### config.mk
export PLATFORM = sky130hd
export DESIGN_NAME = cdb_arbiter
export DESIGN_NICKNAME = d
export VERILOG_FILES = /design/src/rtl/cdb_arbiter_pkg.sv /design/src/rtl/cdb_arbiter_src_fifo.sv /design/src/rtl/cdb_arbiter.sv
export SDC_FILE = /design/constraint.sdc
export NUM_CORES = 1
export LEC_CHECK = 0
export BUFFER_PORTS_ARGS = -buffer_cell sky130_fd_sc_hd__buf_2
export CELL_PAD_IN_SITES_DETAIL_PLACEMENT = 0
export CELL_PAD_IN_SITES_GLOBAL_PLACEMENT = 1
export CORE_MARGIN = 5
export CORE_UTILIZATION = 45
export DETAILED_ROUTE_END_ITERATION = 10
export HOLD_SLACK_MARGIN = 0.03
export PLACE_DENSITY = 0.81
export SLEW_MARGIN = 15
export SYNTH_ARGS = -nofsm -noshare
export SYNTH_HDL_FRONTEND = slang
export SYNTH_SLANG_ARGS = --single-unit
export TNS_END_PERCENT = 1
### constraint.sdc
create_clock -name clk -period 11.71 [get_ports clk]
set_clock_uncertainty 0.05 [all_clocks]
set_input_delay 1.171 -clock clk [delete_from_list [all_inputs] [get_ports clk]]
set_output_delay 1.171 -clock clk [all_outputs]
set_load 0.02 [all_outputs]
### src/rtl/cdb_arbiter_pkg.sv
// Shared types and widths for the common-data-bus arbiter.
// Result payload layout plus index-width helpers.
package cdb_arbiter_pkg;

    localparam int N_CDB_DEF = 2;
    localparam int ROB_IDX_W = 5;
    localparam int PRF_IDX_W = 6;
    localparam int ARCH_W    = 5;
    localparam int DATA_W    = 32;

    typedef struct packed {
        logic [ROB_IDX_W-1:0] rob_id;
        logic [PRF_IDX_W-1:0] rd_phy;
        logic [ARCH_W-1:0]    rd_arch;
        logic [DATA_W-1:0]    rd_value;
    } cdb_entry_t;

    // Index width that stays legal when only one element exists.
    function automatic int idx_w(input int n);
        return (n > 1) ? $clog2(n) : 1;
    endfunction

endpackage

### src/rtl/cdb_arbiter_src_fifo.sv
// Per-source result buffer: small FIFO with flush.
// Ready is a registered-count compare, no same-cycle pop credit.
module cdb_src_fifo
    import cdb_arbiter_pkg::*;
#(
    parameter int DEPTH = 2
) (
    input  logic                       clk_i,
    input  logic                       rst_i,
    input  logic                       flush_i,
    input  logic                       push_i,
    input  logic                       pop_i,
    input  cdb_entry_t                 data_i,
    output cdb_entry_t                 data_o,
    output logic                       ready_o,
    output logic [$clog2(DEPTH+1)-1:0] count_o
);

    localparam int CW = $clog2(DEPTH + 1);
    localparam int PW = idx_w(DEPTH);

    cdb_entry_t    mem_q [DEPTH];
    logic [PW-1:0] wr_ptr_q, wr_ptr_d;
    logic [PW-1:0] rd_ptr_q, rd_ptr_d;
    logic [CW-1:0] count_q, count_d;
    logic          do_push;
    logic          do_pop;

    assign ready_o = (count_q != CW'(DEPTH)) && !rst_i;
    assign do_push = push_i && ready_o;
    assign do_pop  = pop_i && (count_q != '0);
    assign data_o  = mem_q[rd_ptr_q];
    assign count_o = count_q;

    generate
        if (DEPTH == 1) begin : g_ptr_tied
            assign wr_ptr_d = '0;
            assign rd_ptr_d = '0;
        end else begin : g_ptr_wrap
            function automatic logic [PW-1:0] nxt(input logic [PW-1:0] p);
                return (p == PW'(DEPTH - 1)) ? '0 : p + PW'(1);
            endfunction

            always_comb begin
                wr_ptr_d = do_push ? nxt(wr_ptr_q) : wr_ptr_q;
                rd_ptr_d = do_pop  ? nxt(rd_ptr_q) : rd_ptr_q;
            end
        end
    endgenerate

    always_comb begin
        count_d = count_q;
        unique case ({do_push, do_pop})
            2'b10:   count_d = count_q + CW'(1);
            2'b01:   count_d = count_q - CW'(1);
            default: count_d = count_q;
        endcase
    end

    always_ff @(posedge clk_i) begin
        if (rst_i || flush_i) begin
            count_q  <= '0;
            wr_ptr_q <= '0;
            rd_ptr_q <= '0;
        end else begin
            count_q  <= count_d;
            wr_ptr_q <= wr_ptr_d;
            rd_ptr_q <= rd_ptr_d;
        end
    end

    // Storage needs no reset; the count gates every read.
    always_ff @(posedge clk_i) begin
        if (do_push && !flush_i) begin
            mem_q[wr_ptr_q] <= data_i;
        end
    end

endmodule

### src/rtl/cdb_arbiter.sv
// Round-robin arbiter from N_SRC FU result buffers onto N_CDB
// registered broadcast lanes, packed from lane 0.
module cdb_arbiter
    import cdb_arbiter_pkg::*;
#(
    parameter int N_SRC     = 4,
    parameter int N_CDB     = N_CDB_DEF,
    parameter int BUF_DEPTH = 2
) (
    input  logic                                 clk,
    input  logic                                 rst,
    input  logic                                 flush,
    input  logic       [N_SRC-1:0]               src_valid,
    output logic       [N_SRC-1:0]               src_ready,
    input  cdb_entry_t [N_SRC-1:0]               src_entry,
    output logic       [N_CDB-1:0]               cdb_valid,
    output cdb_entry_t [N_CDB-1:0]               cdb_entry,
    output logic [N_CDB-1:0][idx_w(N_SRC)-1:0]   cdb_src_id
);

    localparam int SRC_W = idx_w(N_SRC);
    localparam int CW    = $clog2(BUF_DEPTH + 1);

    cdb_entry_t [N_SRC-1:0]           head;
    logic       [N_SRC-1:0][CW-1:0]   cnt;
    logic       [N_SRC-1:0]           pop;

    logic       [N_CDB-1:0]             vld_d, vld_q;
    cdb_entry_t [N_CDB-1:0]             ent_d, ent_q;
    logic       [N_CDB-1:0][SRC_W-1:0]  sid_d, sid_q;
    logic       [SRC_W-1:0]             rr_ptr_d, rr_ptr_q;

    generate
        for (genvar g = 0; g < N_SRC; g++) begin : g_src
            cdb_src_fifo #(
                .DEPTH (BUF_DEPTH)
            ) u_fifo (
                .clk_i   (clk),
                .rst_i   (rst),
                .flush_i (flush),
                .push_i  (src_valid[g]),
                .pop_i   (pop[g]),
                .data_i  (src_entry[g]),
                .data_o  (head[g]),
                .ready_o (src_ready[g]),
                .count_o (cnt[g])
            );
        end
    endgenerate

    // Scan from rr_ptr; the k-th non-empty source takes lane k.
    always_comb begin
        int idx;
        int nsel;
        idx      = 0;
        nsel     = 0;
        pop      = '0;
        vld_d    = '0;
        ent_d    = '0;
        sid_d    = '0;
        rr_ptr_d = rr_ptr_q;
        for (int i = 0; i < N_SRC; i++) begin
            idx = int'(rr_ptr_q) + i;
            if (idx >= N_SRC) begin
                idx = idx - N_SRC;
            end
            if ((cnt[idx] != '0) && (nsel < N_CDB)) begin
                pop[idx]    = 1'b1;
                vld_d[nsel] = 1'b1;
                ent_d[nsel] = head[idx];
                sid_d[nsel] = SRC_W'(idx);
                rr_ptr_d    = (idx == N_SRC - 1) ? '0 : SRC_W'(idx + 1);
                nsel        = nsel + 1;
            end
        end
    end

    always_ff @(posedge clk) begin
        if (rst || flush) begin
            vld_q    <= '0;
            ent_q    <= '0;
            sid_q    <= '0;
            rr_ptr_q <= '0;
        end else begin
            vld_q    <= vld_d;
            ent_q    <= ent_d;
            sid_q    <= sid_d;
            rr_ptr_q <= rr_ptr_d;
        end
    end

    assign cdb_valid  = vld_q;
    assign cdb_entry  = ent_q;
    assign cdb_src_id = sid_q;

endmodule

==> results of run 1 <==
[through the flow]
stage               cell area, µm²  power [mW]  utilization  std cells
floorplan                    24600        3.53            -       1601
global placement             26700        4.04        0.495       2498
detailed placement           26700        4.07        0.495       2498
CTS                          28400        5.72        0.526       2592
global route                 28400        5.94        0.526       2593
finish                       28400        5.71        0.526       2593
[area by class of cell]
| cell class | instances | area [µm²] | share of cell area |
|---|---|---|---|
| Multi-Input combinational cell | 930 | 9940 | 0.350 |
| Sequential cell | 508 | 14000 | 0.494 |
| Antenna cell | 1 | 2.50 | 0.0000880 |
| Inverter | 26 | 113 | 0.00396 |
| Tap cell | 696 | 871 | 0.0306 |
| Clock inverter | 24 | 250 | 0.00880 |
| Clock buffer | 70 | 1450 | 0.0510 |
| Timing Repair Buffer | 338 | 1780 | 0.0625 |
[registers in the layout (all words and copies together), names as in the netlist, named ones only]
signal	cells
cdb_valid	2
rr_ptr_q	2
g_src.u_fifo.mem_q	384
g_src.u_fifo.count_o	8
g_src.u_fifo.wr_ptr_q	4
cdb_entry	96
cdb_src_id	4
g_src.u_fifo.rd_ptr_q	4
[kinds of logic (layout without fill, tap and decap cells)]
kind of cell    count (synthesis)  after routing  synth area share
simple gates                  168            168            0.0357
mux                           442            442             0.254
fa+ha+maj                      17             17           0.00894
buf+inv                       163            458            0.0313
flops                         508            508             0.569
other cells                     0              1                 0
compound gates                291            291            0.0963
xor+xnor                       12             12           0.00427
[critical path, stage by stage, from the launching register on]
cell	delay, ns
sky130_fd_sc_hd__dfxtp_4	0.91
sky130_fd_sc_hd__inv_6	0.36
sky130_fd_sc_hd__ha_4	0.41
sky130_fd_sc_hd__inv_4	0.43
sky130_fd_sc_hd__mux4_2	0.58
sky130_fd_sc_hd__ha_1	0.32
sky130_fd_sc_hd__a211o_1	0.20
sky130_fd_sc_hd__nor2_1	0.07
sky130_fd_sc_hd__fa_1	0.43
sky130_fd_sc_hd__or3_1	0.52
sky130_fd_sc_hd__nor3_4	0.80
sky130_fd_sc_hd__buf_4	0.71
sky130_fd_sc_hd__a221oi_1	0.13
sky130_fd_sc_hd__a211oi_1	0.27
[how the worst max path moves through the flow]
stage,from,to,slack [ns],cells past startpoint
6_report,rr_ptr_q[0],cdb_entry[79],5.29,13
5_1_grt,rr_ptr_q[0],cdb_entry[79],5.02,13
4_1_cts,rr_ptr_q[0],cdb_entry[79],5.28,13
3_5_place_dp,rr_ptr_q[0],cdb_entry[83],5.31,13
3_3_place_gp,rr_ptr_q[0],cdb_entry[83],5.52,13
2_1_floorplan,rst,g_src[0].u_fifo.mem_q[1][0],5.96,4
[synth_stat cells, types with 18 or more instances]
library cell / instances
sky130_fd_sc_hd__nor2_1: 49
sky130_fd_sc_hd__clkbuf_1: 46
sky130_fd_sc_hd__buf_2: 60
sky130_fd_sc_hd__nand2_1: 23
sky130_fd_sc_hd__mux2i_1: 168
sky130_fd_sc_hd__mux4_2: 133
sky130_fd_sc_hd__a221o_1: 25
sky130_fd_sc_hd__edfxtp_1: 384
sky130_fd_sc_hd__nor2b_1: 23
sky130_fd_sc_hd__inv_1: 21
sky130_fd_sc_hd__a221oi_1: 47
sky130_fd_sc_hd__dfxtp_1: 124
sky130_fd_sc_hd__mux2_2: 141
sky130_fd_sc_hd__o32a_1: 23
sky130_fd_sc_hd__a21o_1: 23
sky130_fd_sc_hd__a21oi_1: 18
sky130_fd_sc_hd__o21ai_0: 43
[power by group through the flow]
stage          clock, mW  combinational (mW)  sequential [mW]
2_1_floorplan          0                1.33             2.20
3_3_place_gp           0                1.84             2.20
3_5_place_dp           0                1.88             2.20
4_1_cts             1.68                1.88             2.16
5_1_grt             1.77                2.01             2.17
6_report            1.66                1.89             2.16
[per-layer routing]
| metal | part of all wire | vias up | global-route usage |
|---|---|---|---|
| li1 | - | 7029 | - |
| met1 | 0.40 | 8347 | 0.320 |
| met2 | 0.49 | 788 | 0.403 |
| met3 | 0.082 | 150 | 0.0477 |
| met4 | 0.032 | 0 | 0.0763 |
| met5 | 0 | - | 0 |
==> metrics.txt, run 1 <==
# TYPE chip_impl_metric gauge
chip_impl_info{name="status",value="completed"} 1
chip_impl_metric{name="synth_fp_nets",unit=""} 1817
chip_impl_metric{name="fp.dieW",unit="µm"} 244
chip_impl_metric{name="ioPinCount",unit=""} 305
chip_impl_metric{name="grt.overflow.total",unit=""} 0
chip_impl_metric{name="slew-limit-headroom",unit=""} 0.227
chip_impl_metric{name="drive_gt1_frac",unit=""} 0.394
chip_impl_metric{name="numCtsBuffers",unit=""} 52
chip_impl_metric{name="worst_setup_margin",unit="ns"} 5.29
chip_impl_info{name="worstSetupPathType",value="register to register"} 1
chip_impl_info{name="cts_tree",value="done"} 1
chip_impl_metric{name="min_path_cells",unit=""} 2
chip_impl_metric{name="site_row_count",unit=""} 85
chip_impl_metric{name="first_pass_grt_wire_length",unit="µm"} 109000
chip_impl_metric{name="dr_total_vias",unit=""} 16300
chip_impl_metric{name="synth-async-reset-ratio",unit=""} 0
chip_impl_metric{name="initial_core_util",unit=""} 0.456
chip_impl_info{name="crit-reg2reg-capture",value="cdb_entry[79]"} 1
chip_impl_info{name="clk_root_buffer_cell",value="sky130_fd_sc_hd__clkbuf_16"} 1
chip_impl_metric{name="syn_area",unit="µm²"} 24600
chip_impl_info{name="layout_commonest_cell",value="sky130_fd_sc_hd__edfxtp_1"} 1
chip_impl_info{name="crit_path_start_kind",value="register"} 1
chip_impl_metric{name="clk-insertion-delay-late",unit="ns"} 0.61
chip_impl_metric{name="final_net_count",unit=""} 2072
chip_impl_metric{name="report.final.hold_viol_count",unit=""} 0
chip_impl_info{name="critical_register_to_register_path_startpoint",value="rr_ptr_q[0]"} 1
chip_impl_metric{name="die_area",unit="µm²"} 59500
chip_impl_metric{name="numPortBuffers",unit=""} 304
chip_impl_metric{name="cts_max_path_buffers",unit=""} 3
chip_impl_metric{name="dp_hpwl",unit="µm"} 48200
chip_impl_metric{name="finalWeightedCongestion",unit=""} 0.889
chip_impl_metric{name="timing_worst_slew_pin_value",unit="ns"} 1.16
chip_impl_metric{name="synth_warnings",unit=""} 0
chip_impl_info{name="yosys.area.top_type",value="sky130_fd_sc_hd__edfxtp_1"} 1
chip_impl_metric{name="fill_cells",unit=""} 4406
chip_impl_metric{name="yosys.cell_types.count",unit=""} 65
chip_impl_metric{name="die_y",unit="µm"} 244
chip_impl_metric{name="initialDrtViolationCount",unit=""} 1484
chip_impl_metric{name="wl_per_cell",unit="µm"} 28.6
chip_impl_metric{name="clock_sink_count",unit=""} 508
chip_impl_info{name="hold_start",value="g_src[1].u_fifo.rd_ptr_q"} 1
chip_impl_metric{name="reg2reg_slack",unit="ns"} 5.29
chip_impl_metric{name="coreArea",unit="µm²"} 54000
chip_impl_metric{name="ys_seq_area_frac",unit=""} 0.569
chip_impl_metric{name="finalHoldWorstSlack",unit="ns"} 0.423
chip_impl_metric{name="tns",unit="ns"} 0
chip_impl_metric{name="total_wire_length",unit="µm"} 74100
chip_impl_metric{name="synth_enable_flop_cells",unit=""} 384
chip_impl_metric{name="maxSlewViolCount",unit=""} 0
chip_impl_info{name="final_cell_mix",value="sky130_fd_sc_hd__edfxtp_1 (384), sky130_fd_sc_hd__buf_2 (304), sky130_fd_sc_hd__mux2i_1 (168), sky130_fd_sc_hd__mux2_2 (141), sky130_fd_sc_hd__mux4_2 (133)"} 1
chip_impl_metric{name="p_int",unit="mW"} 3.81
chip_impl_metric{name="largest_net_degree_at_the_start_of_global_routing",unit=""} 69
chip_impl_metric{name="finalSetupViolCount",unit=""} 0
chip_impl_metric{name="ff2ff_path_depth",unit=""} 13
chip_impl_metric{name="max_clk_rate",unit="MHz"} 156
chip_impl_info{name="holdCritPathClass",value="register to register"} 1
chip_impl_metric{name="synth.ff_latch_count",unit=""} 508
chip_impl_metric{name="power.share.clock",unit=""} 0.291
chip_impl_metric{name="power.combinational.fraction",unit=""} 0.331
chip_impl_info{name="unrepaired_setup_endpoints_after_global_routing",value="false"} 1
chip_impl_metric{name="first_global_vias",unit=""} 17000
chip_impl_metric{name="cp_data_arrival_time",unit="ns"} 6.87
chip_impl_metric{name="cellLeakagePower",unit="nW"} 10.5
chip_impl_metric{name="synth.avg_cell_area",unit="µm²"} 15.4
chip_impl_metric{name="cts_resized",unit=""} 0
chip_impl_metric{name="post_drt_via_cell_ratio",unit=""} 6.29
chip_impl_metric{name="postCtsHoldBufs",unit=""} 0
chip_impl_info{name="category_of_the_worst_setup_path_capture_point",value="register"} 1
chip_impl_metric{name="vdd.ir_drop.worst",unit="V"} 0.000118
chip_impl_metric{name="synth_largest_type_area_fraction",unit=""} 0.468
chip_impl_metric{name="worst_path_clk_slew",unit="ns"} 0.06
chip_impl_metric{name="timing.critical_path.required",unit="ns"} 12.16
chip_impl_info{name="synth-main-ff-cell",value="sky130_fd_sc_hd__edfxtp_1"} 1
chip_impl_metric{name="post-cts-setup-buffer-count",unit=""} 0
chip_impl_metric{name="max-cap-violations",unit=""} 0
chip_impl_metric{name="total_switching_power",unit="mW"} 1.90
chip_impl_metric{name="drt_pass1_iterations",unit=""} 5
chip_impl_metric{name="flop_pwr_share",unit=""} 0.378
chip_impl_metric{name="power_density",unit="nW/µm²"} 201
chip_impl_metric{name="routed_antenna_nets",unit=""} 0
chip_impl_metric{name="route.detailed.drc",unit=""} 0
chip_impl_info{name="synthTopCellsByArea",value="sky130_fd_sc_hd__edfxtp_1 (47%), sky130_fd_sc_hd__mux4_2 (12%), sky130_fd_sc_hd__dfxtp_1 (10%), sky130_fd_sc_hd__mux2i_1 (6.8%), sky130_fd_sc_hd__mux2_2 (6.4%)"} 1
chip_impl_metric{name="grt_usage",unit=""} 0.241
chip_impl_metric{name="antenna_found_initial",unit=""} 2
chip_impl_metric{name="synthCells",unit=""} 1601
chip_impl_metric{name="layout-area-overhead-vs-synth",unit="%"} 15.5
chip_impl_metric{name="post-route-period-util",unit=""} 0.548
chip_impl_metric{name="power.switching_fraction",unit=""} 0.333
chip_impl_metric{name="htree_num_levels",unit=""} 2
chip_impl_metric{name="critical_path.max_fanout",unit=""} 59
chip_impl_metric{name="placement.setup.worst_slack",unit="ns"} 5.31
chip_impl_metric{name="fin_crit",unit="ns"} 6.42
Note: power is estimated with default switching activity, not from simulation.
==> run 2: changes to the inputs <==
- clock period: 11.71 -> 6.1 ns (I/O delays scaled with it)
==> metrics.txt, run 2 (synthesis results as in run 1) <==
# TYPE chip_impl_metric gauge
chip_impl_metric{name="cp_data_arrival_time",unit="ns"} 5.66
chip_impl_info{name="final_cell_mix",value="sky130_fd_sc_hd__edfxtp_1 (384), sky130_fd_sc_hd__buf_2 (304), sky130_fd_sc_hd__mux2i_1 (168), sky130_fd_sc_hd__mux2_2 (141), sky130_fd_sc_hd__mux4_2 (133)"} 1
chip_impl_metric{name="power.switching_fraction",unit=""} 0.336
chip_impl_metric{name="max_clk_rate",unit="MHz"} 193
chip_impl_metric{name="post_route_total_power",unit="mW"} 11.0
chip_impl_metric{name="wl_met3",unit="µm"} 5580
chip_impl_info{name="holdCritPathClass",value="input port to register"} 1
chip_impl_metric{name="met1Wirelength",unit="µm"} 29500
chip_impl_metric{name="critical_path.max_fanout",unit=""} 37
chip_impl_info{name="cpMostUsedCell",value="sky130_fd_sc_hd__ha_1"} 1
chip_impl_metric{name="postCtsHoldBufs",unit=""} 0
chip_impl_info{name="critical_path.top_delay_family",value="adder cells"} 1
chip_impl_metric{name="maxSlewViolCount",unit=""} 0
chip_impl_metric{name="largest_net_degree_at_the_start_of_global_routing",unit=""} 70
chip_impl_metric{name="finalWeightedCongestion",unit=""} 0.896
chip_impl_metric{name="met2_length",unit="µm"} 36000
chip_impl_metric{name="placed_cell_area",unit="µm²"} 26800
chip_impl_metric{name="total_switching_power",unit="mW"} 3.71
chip_impl_metric{name="wl_per_cell",unit="µm"} 28.2
chip_impl_metric{name="slew-limit-headroom",unit=""} 0.228
chip_impl_info{name="crit_path_start_kind",value="register"} 1
chip_impl_metric{name="initialDrtViolationCount",unit=""} 2044
chip_impl_metric{name="slowest_delay",unit="ns"} 0.68
chip_impl_metric{name="power_density",unit="nW/µm²"} 386
chip_impl_metric{name="post-route-cell-area",unit="µm²"} 28500
chip_impl_metric{name="dp_hpwl",unit="µm"} 48000
chip_impl_metric{name="timing_worst_slew_pin_value",unit="ns"} 1.16
chip_impl_metric{name="p_int",unit="mW"} 7.32
chip_impl_info{name="worstSetupPathType",value="register to register"} 1
chip_impl_metric{name="initial_core_util",unit=""} 0.456
chip_impl_metric{name="vdd.ir_drop.worst",unit="V"} 0.000321
chip_impl_metric{name="coreArea",unit="µm²"} 54000
chip_impl_metric{name="drive_gt1_frac",unit=""} 0.401
chip_impl_info{name="regMostFlops",value="g_src.u_fifo.mem_q"} 1
chip_impl_info{name="path_cells",value="inv_6 -> ha_4 -> inv_4 -> mux4_2 -> ha_1 -> a211o_1 -> nor2_1 -> fa_1 -> nor3_2 -> nand3_1 -> a31oi_1 -> ha_1 -> or3_1 -> a21oi_1"} 1
chip_impl_metric{name="power.combinational.fraction",unit=""} 0.333
chip_impl_metric{name="grt.overflow.total",unit=""} 0
chip_impl_metric{name="cts_resized",unit=""} 0
chip_impl_metric{name="antenna_found_initial",unit=""} 8
chip_impl_metric{name="report.final.hold_viol_count",unit=""} 0
chip_impl_metric{name="first_pass_grt_wire_length",unit="µm"} 108000
chip_impl_metric{name="routed_antenna_nets",unit=""} 0
chip_impl_metric{name="clock_sink_count",unit=""} 508
chip_impl_metric{name="fp.dieW",unit="µm"} 244
chip_impl_metric{name="finalSetupViolCount",unit=""} 0
chip_impl_metric{name="power.share.clock",unit=""} 0.294
chip_impl_metric{name="post_drt_via_cell_ratio",unit=""} 6.27
chip_impl_metric{name="cts_max_path_buffers",unit=""} 3
chip_impl_info{name="layout_commonest_cell",value="sky130_fd_sc_hd__edfxtp_1"} 1
chip_impl_metric{name="max-cap-violations",unit=""} 0
chip_impl_metric{name="numPortBuffers",unit=""} 304
chip_impl_metric{name="htree_num_levels",unit=""} 2
chip_impl_metric{name="fin_crit",unit="ns"} 5.18
chip_impl_metric{name="flop_pwr_share",unit=""} 0.373
chip_impl_metric{name="final_net_count",unit=""} 2078
chip_impl_info{name="route.top_layer_used",value="met5"} 1
chip_impl_metric{name="clk-insertion-delay-late",unit="ns"} 0.60
chip_impl_metric{name="post-cts-setup-buffer-count",unit=""} 0
chip_impl_info{name="category_of_the_worst_setup_path_capture_point",value="register"} 1
chip_impl_info{name="status",value="completed"} 1
chip_impl_metric{name="post-route-period-util",unit=""} 0.850
chip_impl_metric{name="cellLeakagePower",unit="nW"} 10.5
chip_impl_info{name="unrepaired_setup_endpoints_after_global_routing",value="false"} 1
chip_impl_metric{name="largest_register_ffs",unit=""} 384
chip_impl_metric{name="area.sequential",unit="µm²"} 14000
chip_impl_metric{name="drt_pass1_iterations",unit=""} 9
chip_impl_metric{name="ioPinCount",unit=""} 305
chip_impl_metric{name="reg2reg_slack",unit="ns"} 0.92
chip_impl_metric{name="timing.critical_path.required",unit="ns"} 6.57
chip_impl_metric{name="grt_usage",unit=""} 0.240
chip_impl_metric{name="die_area",unit="µm²"} 59500
chip_impl_metric{name="tns",unit="ns"} 0
chip_impl_metric{name="worst_path_clk_slew",unit="ns"} 0.06
chip_impl_metric{name="bufs_and_invs_on_worst_path",unit=""} 2
chip_impl_info{name="critical-path-slowest-cell",value="sky130_fd_sc_hd__dfxtp_4"} 1
chip_impl_metric{name="die_y",unit="µm"} 244
chip_impl_metric{name="route.detailed.drc",unit=""} 0
chip_impl_info{name="cts_tree",value="done"} 1
chip_impl_metric{name="multi_input_comb_area",unit="µm²"} 9940
chip_impl_metric{name="dr_total_vias",unit=""} 16300
chip_impl_metric{name="site_row_count",unit=""} 85
chip_impl_metric{name="fill_cells",unit=""} 4383
chip_impl_metric{name="total_wire_length",unit="µm"} 73400
chip_impl_metric{name="layout-area-overhead-vs-synth",unit="%"} 15.9
chip_impl_metric{name="first_global_vias",unit=""} 17000
chip_impl_info{name="clk_root_buffer_cell",value="sky130_fd_sc_hd__clkbuf_16"} 1
chip_impl_metric{name="numCtsBuffers",unit=""} 52
==> run 2: power groups by stage <==
stage	combinational, mW	sequential [mW]	clock, mW
floorplan	2.55	4.22	0
global placement	3.56	4.18	0
detailed placement	3.64	4.18	0
CTS	3.64	4.11	3.30
global route	3.90	4.13	3.44
finish	3.67	4.11	3.24
==> run 2: stage by stage <==
| stage | util | instances | hold slack (ns) | setup slack, ns |
|---|---|---|---|---|
| floorplan | - | 1601 | 0.402 | 0.902 |
| global placement | 0.496 | 2503 | 0.405 | 1.18 |
| detailed placement | 0.496 | 2503 | 0.410 | 1.01 |
| CTS | 0.528 | 2601 | 0.106 | 1.00 |
| global route | 0.528 | 2603 | 0.124 | 0.662 |
| finish | 0.528 | 2603 | 0.143 | 0.915 |
==> run 2: routing by layer <==
metal,global-route usage,vias up
li1,-,7062
met1,0.324,8258
met2,0.399,814
met3,0.0393,180
met4,0.0823,8
met5,0,-
==> run 2: worst paths after layout <==
check,start,depth (start not counted),end
worst min-delay path,src_entry[81],1,g_src[1].u_fifo.mem_q[0][33]
worst max-delay path,rr_ptr_q[0],14,g_src[3].u_fifo.count_o[1]
worst min register to register,g_src[3].u_fifo.rd_ptr_q,2,register
worst max register to register,rr_ptr_q[0],14,g_src[3].u_fifo.count_o[1]
==> run 2: layout make-up <==
type	instances	area share
repair buffers	344	0.0643
clock buffers	63	0.0492
multi-input cells	930	0.348
diodes	1	0.0000877
inverters	26	0.00395
flip-flops and latches	508	0.492
well taps	696	0.0305
clock inverters	35	0.0120
